`src/rtl/dmem_arbiter.sv`:
```
// -----------------------------------------------------------------------------
// dmem_arbiter
//   Shares the single-ported data memory between the MEM stage (cpu) and the
//   debug/program loader (dbg). One access is issued per grant. Reads are
//   sequenced over a fixed DM latency, and the read data goes back to the
//   requester that owns the read. A stall is raised toward the pipeline while
//   the MEM-stage access has not completed.
//
// Ports
//   clk, rst                   clock (rising edge), async active-low reset
//   cpu_req_i/wen_i/addr_i/wdata_i   MEM-stage request (held until cpu_gnt_o)
//   cpu_gnt_o, cpu_rvalid_o, cpu_rdata_o, cpu_stall_o   cpu responses
//   dbg_req_i/wen_i/addr_i/wdata_i   loader request (held until dbg_gnt_o)
//   dbg_gnt_o, dbg_rvalid_o, dbg_rdata_o                 loader responses
//   dm_addr_o, dm_wen_o, dm_wdata_o, dm_rdata_i          data-memory side
// -----------------------------------------------------------------------------
module dmem_arbiter #(
  parameter int ADDR_W        = 16,
  parameter int DATA_W        = 32,
  parameter int RD_LAT        = 1,
  parameter int MAX_CPU_BURST = 4
) (
  input  logic              clk,
  input  logic              rst,
  input  logic              cpu_req_i,
  input  logic              cpu_wen_i,
  input  logic [ADDR_W-1:0] cpu_addr_i,
  input  logic [DATA_W-1:0] cpu_wdata_i,
  output logic              cpu_gnt_o,
  output logic              cpu_rvalid_o,
  output logic [DATA_W-1:0] cpu_rdata_o,
  output logic              cpu_stall_o,
  input  logic              dbg_req_i,
  input  logic              dbg_wen_i,
  input  logic [ADDR_W-1:0] dbg_addr_i,
  input  logic [DATA_W-1:0] dbg_wdata_i,
  output logic              dbg_gnt_o,
  output logic              dbg_rvalid_o,
  output logic [DATA_W-1:0] dbg_rdata_o,
  output logic [ADDR_W-1:0] dm_addr_o,
  output logic              dm_wen_o,
  output logic [DATA_W-1:0] dm_wdata_o,
  input  logic [DATA_W-1:0] dm_rdata_i
);

  localparam int CNT_W = (RD_LAT > 1) ? $clog2(RD_LAT) : 1;
  localparam logic [CNT_W-1:0] LAT_INIT = (RD_LAT > 1) ? CNT_W'(RD_LAT - 1) : '0;
  localparam int STK_W = $clog2(MAX_CPU_BURST + 1);
  localparam logic [STK_W-1:0] STK_MAX = STK_W'(MAX_CPU_BURST);

  typedef enum logic {IDLE, RD_WAIT} state_t;
  typedef enum logic {OWN_CPU, OWN_DBG} owner_t;

  state_t            state_q, state_d;
  owner_t            owner_q, owner_d;
  logic [CNT_W-1:0]  lat_cnt_q, lat_cnt_d;
  logic [STK_W-1:0]  streak_q, streak_d;
  logic [ADDR_W-1:0] raddr_q, raddr_d;
  logic [DATA_W-1:0] cpu_rdata_q, cpu_rdata_d;
  logic [DATA_W-1:0] dbg_rdata_q, dbg_rdata_d;
  logic              cpu_win, dbg_win, burst_full;

  always_comb begin
    // NOTE: every signal written here gets a default first, so no path can
    // leave one unassigned and infer a latch.
    state_d     = state_q;
    owner_d     = owner_q;
    lat_cnt_d   = lat_cnt_q;
    streak_d    = streak_q;
    raddr_d     = raddr_q;
    cpu_rdata_d = cpu_rdata_q;
    dbg_rdata_d = dbg_rdata_q;
    cpu_gnt_o    = 1'b0;
    dbg_gnt_o    = 1'b0;
    cpu_rvalid_o = 1'b0;
    dbg_rvalid_o = 1'b0;
    dm_addr_o    = '0;
    dm_wen_o     = 1'b0;
    dm_wdata_o   = '0;
    cpu_win      = 1'b0;
    dbg_win      = 1'b0;
    burst_full   = (streak_q == STK_MAX);

    // Outputs are combinational, so they are forced quiet while reset is held.
    if (rst) begin
      case (state_q)
        IDLE: begin
          // cpu wins ties until it has used up its burst allowance against a
          // waiting loader.
          cpu_win = cpu_req_i & ~(dbg_req_i & burst_full);
          dbg_win = dbg_req_i & ~cpu_win;
          if (cpu_win) begin
            cpu_gnt_o  = 1'b1;
            dm_addr_o  = cpu_addr_i;
            dm_wen_o   = cpu_wen_i;
            dm_wdata_o = cpu_wdata_i;
            if (!cpu_wen_i) begin
              if (RD_LAT == 0) begin
                cpu_rvalid_o = 1'b1;
              end else begin
                state_d   = RD_WAIT;
                owner_d   = OWN_CPU;
                lat_cnt_d = LAT_INIT;
                raddr_d   = cpu_addr_i;
              end
            end
          end else if (dbg_win) begin
            dbg_gnt_o  = 1'b1;
            dm_addr_o  = dbg_addr_i;
            dm_wen_o   = dbg_wen_i;
            dm_wdata_o = dbg_wdata_i;
            if (!dbg_wen_i) begin
              if (RD_LAT == 0) begin
                dbg_rvalid_o = 1'b1;
              end else begin
                state_d   = RD_WAIT;
                owner_d   = OWN_DBG;
                lat_cnt_d = LAT_INIT;
                raddr_d   = dbg_addr_i;
              end
            end
          end
        end
        RD_WAIT: begin
          // Hold the read address on the DM until the data is due.
          dm_addr_o = raddr_q;
          if (lat_cnt_q == '0) begin
            cpu_rvalid_o = (owner_q == OWN_CPU);
            dbg_rvalid_o = (owner_q == OWN_DBG);
            state_d      = IDLE;
          end else begin
            lat_cnt_d = lat_cnt_q - CNT_W'(1);
          end
        end
        default: state_d = IDLE;
      endcase

      if (!dbg_req_i || dbg_gnt_o) begin
        streak_d = '0;
      end else if (cpu_gnt_o && !burst_full) begin
        streak_d = streak_q + STK_W'(1);
      end

      if (cpu_rvalid_o) cpu_rdata_d = dm_rdata_i;
      if (dbg_rvalid_o) dbg_rdata_d = dm_rdata_i;
    end
  end

  // Read data passes straight through on the delivery cycle and is held
  // afterwards.
  assign cpu_rdata_o = cpu_rvalid_o ? dm_rdata_i : cpu_rdata_q;
  assign dbg_rdata_o = dbg_rvalid_o ? dm_rdata_i : dbg_rdata_q;

  // The MEM access is complete on a write grant or on read-data delivery.
  assign cpu_stall_o = rst & cpu_req_i & ~((cpu_gnt_o & cpu_wen_i) | cpu_rvalid_o);

  // NOTE: state registers use non-blocking assignments so every flop samples
  // the pre-edge values, independent of statement order.
  always_ff @(posedge clk or negedge rst) begin
    if (!rst) begin
      state_q     <= IDLE;
      owner_q     <= OWN_CPU;
      lat_cnt_q   <= '0;
      streak_q    <= '0;
      raddr_q     <= '0;
      // NOTE: the read-data holding registers are reset too, because their
      // contents are visible on the rdata outputs straight out of reset.
      cpu_rdata_q <= '0;
      dbg_rdata_q <= '0;
    end else begin
      state_q     <= state_d;
      owner_q     <= owner_d;
      lat_cnt_q   <= lat_cnt_d;
      streak_q    <= streak_d;
      raddr_q     <= raddr_d;
      cpu_rdata_q <= cpu_rdata_d;
      dbg_rdata_q <= dbg_rdata_d;
    end
  end

endmodule

```
`config.mk`:
```
export PLATFORM = sky130hd
export DESIGN_NAME = dmem_arbiter
export DESIGN_NICKNAME = d
export VERILOG_FILES = /design/src/rtl/dmem_arbiter.sv
export SDC_FILE = /design/constraint.sdc
export NUM_CORES = 1
export LEC_CHECK = 0
export BUFFER_PORTS_ARGS = -buffer_cell sky130_fd_sc_hd__clkbuf_2
export CAP_MARGIN = 20
export CORE_AREA = 3 3 130 120
export CTS_BUF_LIST = sky130_fd_sc_hd__clkbuf_16
export DETAILED_ROUTE_END_ITERATION = 6
export DIE_AREA = 0 0 133 123
export PLACE_DENSITY = 0.61
export SYNTH_ARGS = -nofsm -noshare
export SYNTH_HDL_FRONTEND = slang
export SYNTH_SLANG_ARGS = --single-unit
```
`constraint.sdc`:
```
create_clock -name clk -period 2.49 [get_ports clk]
set_input_delay 0 -clock clk [delete_from_list [all_inputs] [get_ports clk]]
set_output_delay 0 -clock clk [all_outputs]
set_load 0.05 [all_outputs]
```
[Word level (Yosys, flattened, before mapping)]
Index checks and enable logic that the tools add are counted.
Operators by class
  mux-type cells: 52
  bitwise logic cells: 12
  add/sub/neg operators: 2
  reductions and logical operators: 11
  equality and inequality tests: 6
Operator list (count)
  $mux 32: 6
  $mux 16: 7
  $mux 1: 34
  $pmux 16 s2: 1
  $ne 3x3->1 const B: 3
  $and 1x1->1: 6
  $mux 3: 2
  $reduce_and 2->1: 3
  $not 1->1: 5
  $reduce_and 5->1: 1
  $pmux 1 s2: 2
  $reduce_and 4->1: 1
  $reduce_bool 2->1: 2
  $add 3x1->3 const B: 1
  $eq 3x3->1 const B: 1
  $logic_not 1->1: 2
  $ne 2x1->1 const B: 1
  $ne 2x2->1 const B: 1
  $logic_and 1x1->1: 1
  $logic_or 1x1->1: 1
  $or 1x1->1: 1
  $sub 1x1->1 const B: 1
Storage, ports and cells
  logic and storage cells: 90
  input port bits: 134
  bits in registers: 86

[Logic depth before layout (Yosys ltp)]
  word-level depth: 13
  gate-level depth with buffers: 8

[Worst setup path after synthesis]
Ideal clock, no wire load.
  kind: reg2out
  start point: register streak_q[0]
  end point: output port dm_wdata_o[22]
  slack: 368 ps
  data arrival time: 2122 ps
  stages on the path, launching flop included: 7
  buffers on the path: 1
  required time: 2490 ps
  path through: dfrtp_1 > inv_1 > ha_1 > a21boi_4 > nor2_1 > clkbuf_1 > a22o_1
On the way
  word-level cells in the longest chain between the ends: 10
RTL lines
  from (decl): line 57  | logic [STK_W-1:0] streak_q, streak_d;
  from (signal assigned): line 174  | streak_q <= streak_d;
  $eq 3x3->1 (*): line 82  | burst_full = (streak_q == STK_MAX);
  $and 1x1->1 (*): line 90  | cpu_win = cpu_req_i & ~(dbg_req_i & burst_full);
  $not 1->1 (*): line 90
  $and 1x1->1 (*): line 90
  $not 1->1: line 91  | dbg_win = dbg_req_i & ~cpu_win;
  $and 1x1->1: line 91
  $mux 32: line 107  | end else if (dbg_win) begin
  $mux 32 (*): line 92  | if (cpu_win) begin
  $mux 32 (*): line 86  | case (state_q)
  $mux 32 (*): line 85  | if (rst) begin
  to (decl): line 42  | output logic [DATA_W-1:0] dm_wdata_o,
Mark *: on every way between the ends. The rest lies on a longest branch, timed or not.

[Worst setup path after layout]
  start point: register state_q
  end point: output port dm_addr_o[11]
On the way
  word-level cells in the longest chain between the ends: 3
RTL lines
  from (decl): line 54  | state_t state_q, state_d;
  from (signal assigned): line 171  | state_q <= state_d;
  $not 1->1 (no line)
  $pmux 16 s2 (*): line 86
  $mux 16 (*): line 85
  to (decl): line 40  | output logic [ADDR_W-1:0] dm_addr_o,
Marks and branches as above.

==> impl_results.md <==
* Status: completed
* CTS sink cnt at 85
* Vias in the first global route at 4208
* Combinational power share at 0.550
* Tot Pwr at 7.54 mW
* Top_reg_cell synth: dfrtp_1
* Post-DP HPWL at 9.83 mm
* Max-Cap Viols at 0
* Post-synth EDFFs at 0
* Final setup fails at 0
* GRT Overall Usage at 0.159
* DR iter-0 viols at 107
* Slew Viols, Final at 0
* Psw at 3.77 mW
* Peak VDD IR at 0.994 mV
* Number of synthesized register bits at 85
* Post-synthesis average cell area at 12.2 µm²
* Slew @ Worst Pin at 0.769 ns
* Clk_lat worst skew at 0.34 ns
* Detailed-route DRC error count at 0
* TNS Setup at 0 ns
* Pint at 3.78 mW
* Syn Inst Count at 352
* Clk_skew at 0.00644 ns
* Yosys cell types at 35
* Wire per inst at 15.9 µm
* Post-Syn Area at 0.00428 mm²
* CTS resizes at 0
* Worst Path Max Fanout at 38
* Seq/Total Area, Yosys at 0.497
* Initial Util at 0.296
* GPL Wtd Cong at 0.799
* Critical path origin: state_q
* Cell Pwr Density at 1160 mW/mm²
* Largest net degree at the start of global routing at 54
* CORE AREA at 0.0145 mm²
* RSZ-0062 raised after global routing: false
* Crit share post-route at 0.886
* Fin nets at 760
* Die W at 133 µm
* Final Hold Vio Count at 0
* Worst path required time at 2.49 ns
* Worst hold start: cpu_addr_i[13]
* Sequential share of power at 0.283
* Crit Reg-Reg Startpoint: state_q
* Switching share of total power at 0.499
* Num CTS Buffers at 9
* Leakage at 3.31 nW
* Root Driver: clkbuf_16
* CTS H-tree lvls at 3
* Final Core Density at 0.449
* Headroom to the max-slew limit at 0.488
* Final worst path period need at 2.21 ns
* Via-to-Cell Ratio at 4.87
* First-pass GRT wire length at 21.1 mm
* Clock transition at path regs at 0.07 ns
* Post-synth ARST share at 1.00
* Share of cells above drive strength 1 at 0.568
* Filler cell count at 1345
* WL final at 13.2 mm
* DRT antenna net count at 0
* Syn Nets at 488
* Synthesis Warnings at 0
* CTS tree: done
* I/O pin count at 252
* Vias at 4024
* HP Class: in2reg
* Area Growth Syn to Fin at 51.8%
* Critical path endpoint category: primary output
* Cell row count at 42
* Total congestion overflow at 0
* Pre-antenna DRT Iters at 4
* Clock Path Buffers at 2
* DIE HEIGHT at 123 µm
* Clk pwr share at 0.167
* Max Fclk at 453 MHz
* Diode count at 0
* Crit start category: flop
* Die area at 0.0164 mm²
* Setup CP Type: reg2out
* IO Port Bufs at 251
* Initial antenna violation count at 0
* CP Data Arrival Time at 2.21 ns
final timing paths:
check / slack [ns] / depth (start not counted) / end
min in group asynchronous: 0.12 / 2 / dbg_rdata_q[24]
worst max-delay path: 0.28 / 5 / dm_addr_o[11]
worst min register to register: 0.49 / 1 / cpu_rdata_q[21]
worst max register to register: 0.44 / 3 / raddr_q[10]
worst min-delay path: 0.03 / 3 / raddr_q[13]
max in group asynchronous: 1.41 / 3 / cpu_rdata_q[2]
through the flow:
stage	std cells	hold WS [ns]	setup WS [ns]	area, µm²
final	827	0.0345	0.283	6490
after global routing	827	0.0417	0.107	6490
after CTS	827	0.0181	0.222	6490
after detailed placement	778	-0.0712	0.450	5890
after global placement	778	-0.0759	0.555	5890
after floorplan	352	-0.296	0.368	4280
state kept, by name (all words and copies together) (netlist names):
| name | cells |
|---|---|
| streak_q | 3 |
| owner_q | 1 |
| cpu_rdata_q | 32 |
| state_q | 1 |
| dbg_rdata_q | 32 |
| raddr_q | 16 |
cell families after synthesis:
group,synth area share
adders and majority gates,0.00585
buffers and inverters,0.0626
AOI/OAI and AO/OA,0.173
and+or+nand+nor,0.0904
DFF,0.497
muxes,0.171
layer usage:
layer / GRT usage / share of wire / up-vias
li1: - / - / 1892
met2: 0.284 / 0.51 / 188
met5: 0 / 0 / -
met1: 0.176 / 0.39 / 1936
met4: 0.0455 / 0.010 / 0
met3: 0.0614 / 0.095 / 8
synth_stat cells (all sizes together) (4+ instances only):
cell type   n  share of area
dfrtp      85           0.50
inv        24          0.021
a221o      15          0.035
nand3       4         0.0047
nor3       17          0.021
and3       16          0.023
buf        22          0.031
clkbuf     12          0.011
a311oi     17          0.047
mux2       65           0.17
a22o       34          0.070
nor4       16          0.023
power by group through the flow:
stage	registers, mW	logic, mW	clock network [mW]
after detailed placement	2.17	4.14	0
after CTS	2.14	4.19	1.31
after global routing	2.20	4.37	1.37
after floorplan	2.10	3.23	0
final	2.14	4.15	1.26
after global placement	2.14	4.10	0
final cells by class:
cell class              instances  area [µm²]  share of cell area
inverters                      24        90.1              0.0139
multi-input cells             209        1910               0.294
clock buffers                   9         225              0.0347
clock inverters                 7        53.8             0.00828
well taps                     198         248              0.0381
flip-flops and latches         85        2130               0.327
repair buffers                295        1840               0.284
placed cells by master, fill, tap and decap left out, drive strengths merged:
cell type      n
nand3          4
a311oi        17
ha             2
nand3b         2
nand2b         2
inv           28
mux2          65
o21ai          2
o41ai          1
a31oi          1
and3          16
a2111oi        1
nor2           2
a21boi         2
nor3          17
a22o          34
buf           21
dlygate4sd3   33
o211ai         2
or3            1
clkbuf       250
a221o         15
nand4bb        1
dfrtp         85
a21oi          2
clkinv         3
o31ai          1
nand2          3
nor4          16
worst max-delay path: stages (launching register included):
cell	delay, ns
dfrtp_1	0.48
nand3b_4	0.35
nor2_4	0.33
buf_12	0.24
a221o_1	0.18
clkbuf_2	0.27
repair_timing:
item,in CTS,in global routing
setup buffers,0,0
hold endpoints to repair,96,0
hold buffers,33,0
Note: power is estimated with default switching activity, not from simulation.
